<file path="config.mk">
export PLATFORM = sky130hd
export DESIGN_NAME = vip_axi4_beat_addr_gen
export DESIGN_NICKNAME = d
export VERILOG_FILES = /design/src/rtl/vip_axi4_types_pkg.sv /design/src/rtl/vip_axi4_beat_strb.sv /design/src/rtl/vip_axi4_beat_addr_gen.sv
export SDC_FILE = /design/constraint.sdc
export NUM_CORES = 1
export LEC_CHECK = 0
export CAP_MARGIN = 10
export CORE_UTILIZATION = 53
export CTS_CLUSTER_SIZE = 40
export DETAILED_ROUTE_END_ITERATION = 7
export HOLD_SLACK_MARGIN = 0.12
export PLACE_DENSITY = 0.89
export SYNTH_ARGS = -nofsm -noshare
export SYNTH_HDL_FRONTEND = slang
export SYNTH_HIERARCHICAL = 1
export SYNTH_SLANG_ARGS = --single-unit
</file>
<file path="constraint.sdc">
create_clock -name clk -period 3.3 [get_ports clk]
set_input_delay 0.66 -clock clk [delete_from_list [all_inputs] [get_ports clk]]
set_output_delay 0.66 -clock clk [all_outputs]
set_load 0.02 [all_outputs]
</file>
<file path="src/rtl/vip_axi4_types_pkg.sv">
// Shared AXI4 VIP types: burst/size encodings, address-generator error
// codes and protocol limits used by the beat address generator.
package vip_axi4_types_pkg;

    localparam int VIP_AXI4_MAX_LENGTH_C          = 256;
    localparam int VIP_AXI4_4K_ADDRESS_BOUNDARY_C = 4096;

    typedef enum logic [1:0] {
        VIP_AXI4_BURST_FIXED = 2'b00,
        VIP_AXI4_BURST_INCR  = 2'b01,
        VIP_AXI4_BURST_WRAP  = 2'b10,
        VIP_AXI4_BURST_RSVD  = 2'b11
    } vip_axi4_burst_t;

    typedef enum logic [2:0] {
        VIP_AXI4_SIZE_1B   = 3'd0,
        VIP_AXI4_SIZE_2B   = 3'd1,
        VIP_AXI4_SIZE_4B   = 3'd2,
        VIP_AXI4_SIZE_8B   = 3'd3,
        VIP_AXI4_SIZE_16B  = 3'd4,
        VIP_AXI4_SIZE_32B  = 3'd5,
        VIP_AXI4_SIZE_64B  = 3'd6,
        VIP_AXI4_SIZE_128B = 3'd7
    } vip_axi4_size_t;

    // Lower value = higher priority when several rules are broken
    typedef enum logic [1:0] {
        VIP_AXI4_ERR_RESERVED_BURST = 2'd0,
        VIP_AXI4_ERR_SIZE           = 2'd1,
        VIP_AXI4_ERR_LEN            = 2'd2,
        VIP_AXI4_ERR_4K             = 2'd3
    } vip_axi4_addr_gen_err_t;

    // WRAP bursts may only be 2, 4, 8 or 16 beats long
    function automatic logic wrap_len_legal(input logic [7:0] len);
        return (len == 8'd1) || (len == 8'd3) ||
               (len == 8'd7) || (len == 8'd15);
    endfunction

endpackage

</file>
<file path="src/rtl/vip_axi4_beat_strb.sv">
// Byte-lane mask for one beat: lanes from the address lane up to the
// next transfer-size aligned boundary within the data bus.
module vip_axi4_beat_strb #(
    parameter int STRB_WIDTH_P = 8
) (
    input  logic [11:0]             addr,
    input  logic [2:0]              size,
    output logic [STRB_WIDTH_P-1:0] strb
);

    int unsigned lo;
    int unsigned hi;
    int unsigned bytes;

    // Lane window [lo, hi) derived from the address offset in the bus
    always_comb begin
        bytes = 32'd1 << size;
        lo    = 32'(addr) & 32'(STRB_WIDTH_P - 1);
        hi    = (lo & ~(bytes - 32'd1)) + bytes;
        strb  = '0;
        for (int unsigned i = 0; i < STRB_WIDTH_P; i++) begin
            strb[i] = (i >= lo) && (i < hi);
        end
    end

endmodule

</file>
<file path="src/rtl/vip_axi4_beat_addr_gen.sv">
// Expands one AXI4 AW/AR command into per-beat address/index/last/strobe.
// Optional macro VIP_AXI4_ADDR_GEN_STRB_EN enables real byte strobes.
module vip_axi4_beat_addr_gen
    import vip_axi4_types_pkg::*;
#(
    parameter int ID_WIDTH_P   = 4,
    parameter int ADDR_WIDTH_P = 32,
    parameter int DATA_WIDTH_P = 64,
    parameter int STRB_WIDTH_P = DATA_WIDTH_P / 8
) (
    input  logic                    clk,
    input  logic                    rst,
    input  logic                    cmd_valid,
    output logic                    cmd_ready,
    input  logic [ID_WIDTH_P-1:0]   cmd_id,
    input  logic [ADDR_WIDTH_P-1:0] cmd_addr,
    input  logic [7:0]              cmd_len,
    input  logic [2:0]              cmd_size,
    input  logic [1:0]              cmd_burst,
    output logic                    cmd_error,
    output logic [1:0]              cmd_error_code,
    output logic                    beat_valid,
    input  logic                    beat_ready,
    output logic [ID_WIDTH_P-1:0]   beat_id,
    output logic [ADDR_WIDTH_P-1:0] beat_addr,
    output logic [7:0]              beat_index,
    output logic                    beat_last,
    output logic [STRB_WIDTH_P-1:0] beat_strb
);

    localparam int SIZE_MAX_C = $clog2(STRB_WIDTH_P);
    // Wide enough for 4095 + 256 beats * 128 bytes
    localparam int XFER_W_C = $clog2(VIP_AXI4_MAX_LENGTH_C) + 9;

    typedef enum logic {IDLE, BURST} state_t;

    state_t                  state_q;
    state_t                  state_d;
    logic [ADDR_WIDTH_P-1:0] addr_q;
    logic [ID_WIDTH_P-1:0]   id_q;
    logic [7:0]              len_q;
    logic [7:0]              index_q;
    logic [2:0]              size_q;
    logic [1:0]              burst_q;
    logic [11:0]             wrap_mask_q;
    logic                    error_q;
    logic [1:0]              error_code_q;

    logic                    accept;
    logic                    load;
    logic                    advance;
    logic                    fail;
    logic [1:0]              fail_code;
    logic                    err_rsvd;
    logic                    err_size;
    logic                    err_len;
    logic                    err_4k;
    logic [11:0]             cmd_lo;
    logic [11:0]             cmd_bytes;
    logic [11:0]             cmd_aligned;
    logic [XFER_W_C-1:0]     cmd_xfer;
    logic [11:0]             bytes_q;
    logic [11:0]             incr_lo;
    logic [11:0]             next_lo;

    // AXI4 rule checks on the offered command, lowest code wins
    always_comb begin
        cmd_lo      = cmd_addr[11:0];
        cmd_bytes   = 12'd1 << cmd_size;
        cmd_aligned = cmd_lo & ~(cmd_bytes - 12'd1);
        cmd_xfer    = XFER_W_C'({1'b0, cmd_len} + 9'd1) << cmd_size;
        err_rsvd    = (cmd_burst == VIP_AXI4_BURST_RSVD);
        err_size    = int'(cmd_size) > SIZE_MAX_C;
        err_len     = ((cmd_burst == VIP_AXI4_BURST_WRAP) &&
                       (!wrap_len_legal(cmd_len) ||
                        ((cmd_lo & (cmd_bytes - 12'd1)) != 12'd0))) ||
                      ((cmd_burst == VIP_AXI4_BURST_FIXED) &&
                       (cmd_len > 8'd15));
        err_4k      = (cmd_burst == VIP_AXI4_BURST_INCR) &&
                      ((XFER_W_C'(cmd_aligned) + cmd_xfer) >
                       XFER_W_C'(VIP_AXI4_4K_ADDRESS_BOUNDARY_C));
        fail        = err_rsvd || err_size || err_len || err_4k;
        fail_code   = VIP_AXI4_ERR_4K;
        if (err_rsvd) begin
            fail_code = VIP_AXI4_ERR_RESERVED_BURST;
        end else if (err_size) begin
            fail_code = VIP_AXI4_ERR_SIZE;
        end else if (err_len) begin
            fail_code = VIP_AXI4_ERR_LEN;
        end
    end

    // Address of the following beat; only the 4 KB page offset moves
    always_comb begin
        bytes_q = 12'd1 << size_q;
        incr_lo = (addr_q[11:0] & ~(bytes_q - 12'd1)) + bytes_q;
        next_lo = incr_lo;
        if (burst_q == VIP_AXI4_BURST_FIXED) begin
            next_lo = addr_q[11:0];
        end else if (burst_q == VIP_AXI4_BURST_WRAP) begin
            next_lo = (addr_q[11:0] & ~wrap_mask_q) |
                      (incr_lo & wrap_mask_q);
        end
    end

    // Handshakes and next state; last beat can hand over to a new command
    always_comb begin
        beat_valid = (state_q == BURST);
        beat_last  = beat_valid && (index_q == len_q);
        advance    = beat_valid && beat_ready;
        cmd_ready  = !rst &&
                     ((state_q == IDLE) || (advance && beat_last));
        accept     = cmd_valid && cmd_ready;
        load       = accept && !fail;
        state_d    = state_q;
        if (advance && beat_last) begin
            state_d = IDLE;
        end
        if (load) begin
            state_d = BURST;
        end
    end

    // State register
    always_ff @(posedge clk or posedge rst) begin
        if (rst) begin
            state_q <= IDLE;
        end else begin
            state_q <= state_d;
        end
    end

    // Burst context, beat counter and error pulse
    always_ff @(posedge clk or posedge rst) begin
        if (rst) begin
            addr_q       <= '0;
            id_q         <= '0;
            len_q        <= '0;
            index_q      <= '0;
            size_q       <= '0;
            burst_q      <= '0;
            wrap_mask_q  <= '0;
            error_q      <= 1'b0;
            error_code_q <= '0;
        end else begin
            error_q      <= accept && fail;
            error_code_q <= (accept && fail) ? fail_code : 2'd0;
            if (load) begin
                addr_q      <= cmd_addr;
                id_q        <= cmd_id;
                len_q       <= cmd_len;
                index_q     <= '0;
                size_q      <= cmd_size;
                burst_q     <= cmd_burst;
                wrap_mask_q <= 12'(cmd_xfer - XFER_W_C'(1));
            end else if (advance && !beat_last) begin
                addr_q[11:0] <= next_lo;
                index_q      <= index_q + 8'd1;
            end
        end
    end

    assign cmd_error      = error_q;
    assign cmd_error_code = error_code_q;
    assign beat_id        = id_q;
    assign beat_addr      = addr_q;
    assign beat_index     = index_q;

`ifdef VIP_AXI4_ADDR_GEN_STRB_EN
    logic [STRB_WIDTH_P-1:0] lane_mask;

    vip_axi4_beat_strb #(
        .STRB_WIDTH_P(STRB_WIDTH_P)
    ) u_strb (
        .addr(addr_q[11:0]),
        .size(size_q),
        .strb(lane_mask)
    );

    assign beat_strb = beat_valid ? lane_mask : '0;
`else
    assign beat_strb = '1;
`endif

endmodule

</file>
==> key figures, run 1 <==
Floorplan
  – IO Pins: 111
  – Row count: 36
  – Die Wd: 104 um
  – CORE AREA: 9950 um2
  – Die area: 10,900 um2
  – Die Span Y: 104 um
  – Initial Util: 55.7%

Detailed routing
  – Drt initial violations: 705
  – Via-to-Cell Ratio: 6.28
  – Via count: 6,069
  – WL/cell: 21.3 um
  – Residual DRC: 0
  – Routed Antenna Nets: 0
  – Drt total wl: 20,600 um
  – DRT Pass-1 Iters: 5

Synthesis
  – Mapped Area: 5550 um2
  – Syn Area/Cell: 9.18 um2
  – Top post-synthesis cells by area: dfrtp_1 (33%), mux2_2 (11%), ha_1 (4.3%)
  – Sequential area share after synthesis: 32.9%
  – Commonest cells post-synth: dfrtp_1 (73), mux2_2 (54), nand2_1 (47)
  – Syn. warnings: 6
  – Most common cell in the netlist: dfrtp_1
  – Most area-hungry cell type in the Yosys netlist: dfrtp_1
  – Gate Count Post-Synth: 604
  – EDFF count, synth: 0
  – Ys flop type: dfrtp_1
  – Async SR Flop Fraction: 100%
  – Synth top area share: 32.9%
  – Unique masters post-synth: 70
  – Yosys reg bits: 73

Status
  – Violated checks: negative setup slack
  – Outcome: complete, but fails checks

Cells and area
  – Final core utilization: 84.6%
  – Layout net count: 904
  – Ant diodes: 0
  – Post-route cell area: 8420 um2
  – Layout area overhead: 51.9%
  – Layout Cells excl Fill: 967
  – Fraction of layout cells with a size suffix above 1: 35.1%

Place
  – HPWL Detailed: 12,900 um
  – Post-Place Cells: 928
  – Dpl cell area: 7640 um2
  – Port buffer count: 102
  – Dpl ws: -1.89 ns
  – Routability cong.: 1.02

STA
  – Tmin final: 4.38 ns
  – Fin worst setup slack: -1.08 ns
  – Period Utilization, post-route: 133%
  – Final Hold Vio Count: 0
  – Slew Viols, Final: 0
  – Max Clock Freq: 228 MHz
  – Worst Clk Skew: 0.0209 ns
  – RSZ-0062 raised after global routing: yes
  – Slew @ Worst Pin: 0.886 ns
  – Final setup viols: 73
  – Rel. slew slack: 40.9%
  – Final hold slack: 0.508 ns

Clock tree
  – Clock transition at the registers of the reported paths: 0.08 ns
  – Sink Count: 73
  – Clk_lat worst skew: 0.37 ns
  – Clock root cell: clkbuf_8
  – Htree depth: 3
  – CTS tree: built
  – Maximum clock insertion buffer count: 2
  – Total CTS buffers: 9

Pwr
  – VDD IR max: 0.410 mV
  – Gate power share: 54.6%
  – Leakage: 3.81 nW
  – P_sw: 0.00228 W
  – Sw frac: 42.0%
  – PD cells: 645 nW/um2
  – Int Pwr: 0.00315 W
  – Clock power frac: 14.5%
  – Register share of total power: 31.0%

Worst setup path
  – Startpoint Class: input pin
  – CP bufs+invs: 7
  – Crit path required time: 3.55 ns
  – Cell class contributing the biggest share of worst-path delay: compound AO/OA/AOI/OAI gates
  – Crit path largest cell delay: 0.36 ns
  – Worst R2R Setup Slack: -0.09 ns
  – Maximum fanout along the worst path: 5
  – Slowest cell on crit path: or3_4
  – WS Path Type: input pin to flop
  – Cells along the critical path: buf_6 -> buf_4 -> ha_4 -> mux2_2 -> or3_4 -> inv_1 -> ha_1 -> a21oi_2 -> o211ai_1 -> buf_4 -> xor2_2 -> a2111oi_2 -> nand4_1 -> o41ai_4 -> buf_4 -> nand4_4 -> buf_12 -> buf_16 -> mux2_4
  – Worst Setup End Kind: flop
  – Most frequent CP cell: buf_4
  – Crit path DAT: 4.63 ns

Global routing
  – First-pass GRT wire length: 30,300 um
  – Initial antenna violation count: 0
  – Vias in the first global route: 5,812
  – All-Layer GR Usage: 35.2%
  – Largest net degree at the start of global routing: 40
  – Overflow after GRT: 0

Hold path
  – Hold Crit Class: flop to flop

Run
  – # Max-Cap Violations: 0
-- per-stage QoR --
| step | total power (W) | TNS [ns] |
|---|---|---|
| after floorplan | 0.00315 | -58.83 |
| after global placement | 0.00413 | -119.99 |
| after detailed placement | 0.00427 | -129.04 |
| after CTS | 0.00513 | -64.39 |
| after global routing | 0.00565 | -86.44 |
| final | 0.00543 | -70.62 |
-- worst paths after layout --
kind	depth (start not counted)	to	startpoint
max in group asynchronous	3	wrap_mask_q[6]	rst
worst max register to register	11	flop	size_q[1]
worst max-delay path	19	beat_addr[26]	cmd_len[0]
worst min register to register	1	beat_addr[31]	beat_addr[31]
worst min-delay path	1	beat_addr[31]	beat_addr[31]
min in group asynchronous	2	beat_addr[18]	rst
-- power by group through the flow --
stage / registers [W] / clock network, W / logic, W
2_1_floorplan: 0.00186 / 0 / 0.00129
3_3_place_gp: 0.00158 / 0 / 0.00255
3_5_place_dp: 0.00162 / 0 / 0.00265
4_1_cts: 0.00161 / 0.000771 / 0.00274
5_1_grt: 0.00171 / 0.000821 / 0.00312
6_report: 0.00168 / 0.000785 / 0.00297
-- routing by layer --
layer,share of wire [%],track usage (%)
met5,0,0
met4,4.8,14.2
met3,8.0,6.33
met2,49,60.2
met1,39,43.6
-- area by class of cell --
| class | count | area (um2) |
|---|---|---|
| Clock buffer | 9 | 124 |
| Sequential cell | 73 | 1830 |
| Fill cell | 511 | 1530 |
| Multi-Input combinational cell | 466 | 3810 |
| Timing Repair Buffer | 252 | 2310 |
| Clock inverter | 5 | 81.3 |
| Inverter | 29 | 109 |
| Tap cell | 133 | 166 |
-- cell usage in the layout, fill, tap and decap left out, types with 7 or more instances in the layout --
cell,count
buf_4,135
clkdlybuf4s50_1,91
dfrtp_1,73
mux2_2,50
nand2_1,46
o21ai_0,28
inv_1,26
nor2_1,26
a21oi_1,25
xor2_1,20
xnor2_1,15
nand3_1,14
ha_1,11
mux2_4,10
and2_1,10
o211ai_1,9
nor2b_1,9
mux2i_1,9
clkbuf_8,9
conb_1,8
nand2b_1,7
nor3_1,7
o21a_1,7
and3_1,7
-- kinds of logic after synthesis --
family | count (synthesis) | synth area share, %
fa+ha+maj | 20 | 4.65
simple gates | 178 | 17.1
compound gates | 153 | 19.2
xor+xnor | 37 | 5.84
other cells | 1 | 0.0676
flops | 73 | 32.9
buf+inv | 72 | 5.80
mux | 70 | 14.4
-- worst reg2reg max path: cells and delay by family, from the launching register on --
family,cells,cell delay [ns]
fa+ha+maj,1,0.35
compound gates,5,1.22
buf+inv,1,0.17
simple gates,3,0.87
flops,1,0.41
mux,1,0.25
-- timing repair --
item                       CTS  global route
hold buffers                 0             0
pin swaps                    7            20
setup endpoints to repair   73            74
resized for setup           56            46
hold endpoints to repair     0             0
buffers inserted            10            12
cloned                       2             3
Power figures use the tool's default switching activity.
==> run 2, diff against run 1 <==
--- a/config.mk
+++ b/config.mk
@@ -7,6 +7,7 @@
 export LEC_CHECK = 0
 export CAP_MARGIN = 10
 export CORE_UTILIZATION = 53
+export CTS_CLUSTER_DIAMETER = 40
 export CTS_CLUSTER_SIZE = 40
 export DETAILED_ROUTE_END_ITERATION = 7
 export HOLD_SLACK_MARGIN = 0.12
==> results of run 2 <==
No change in the layout: final DEF, timing and power equal those of run 1.
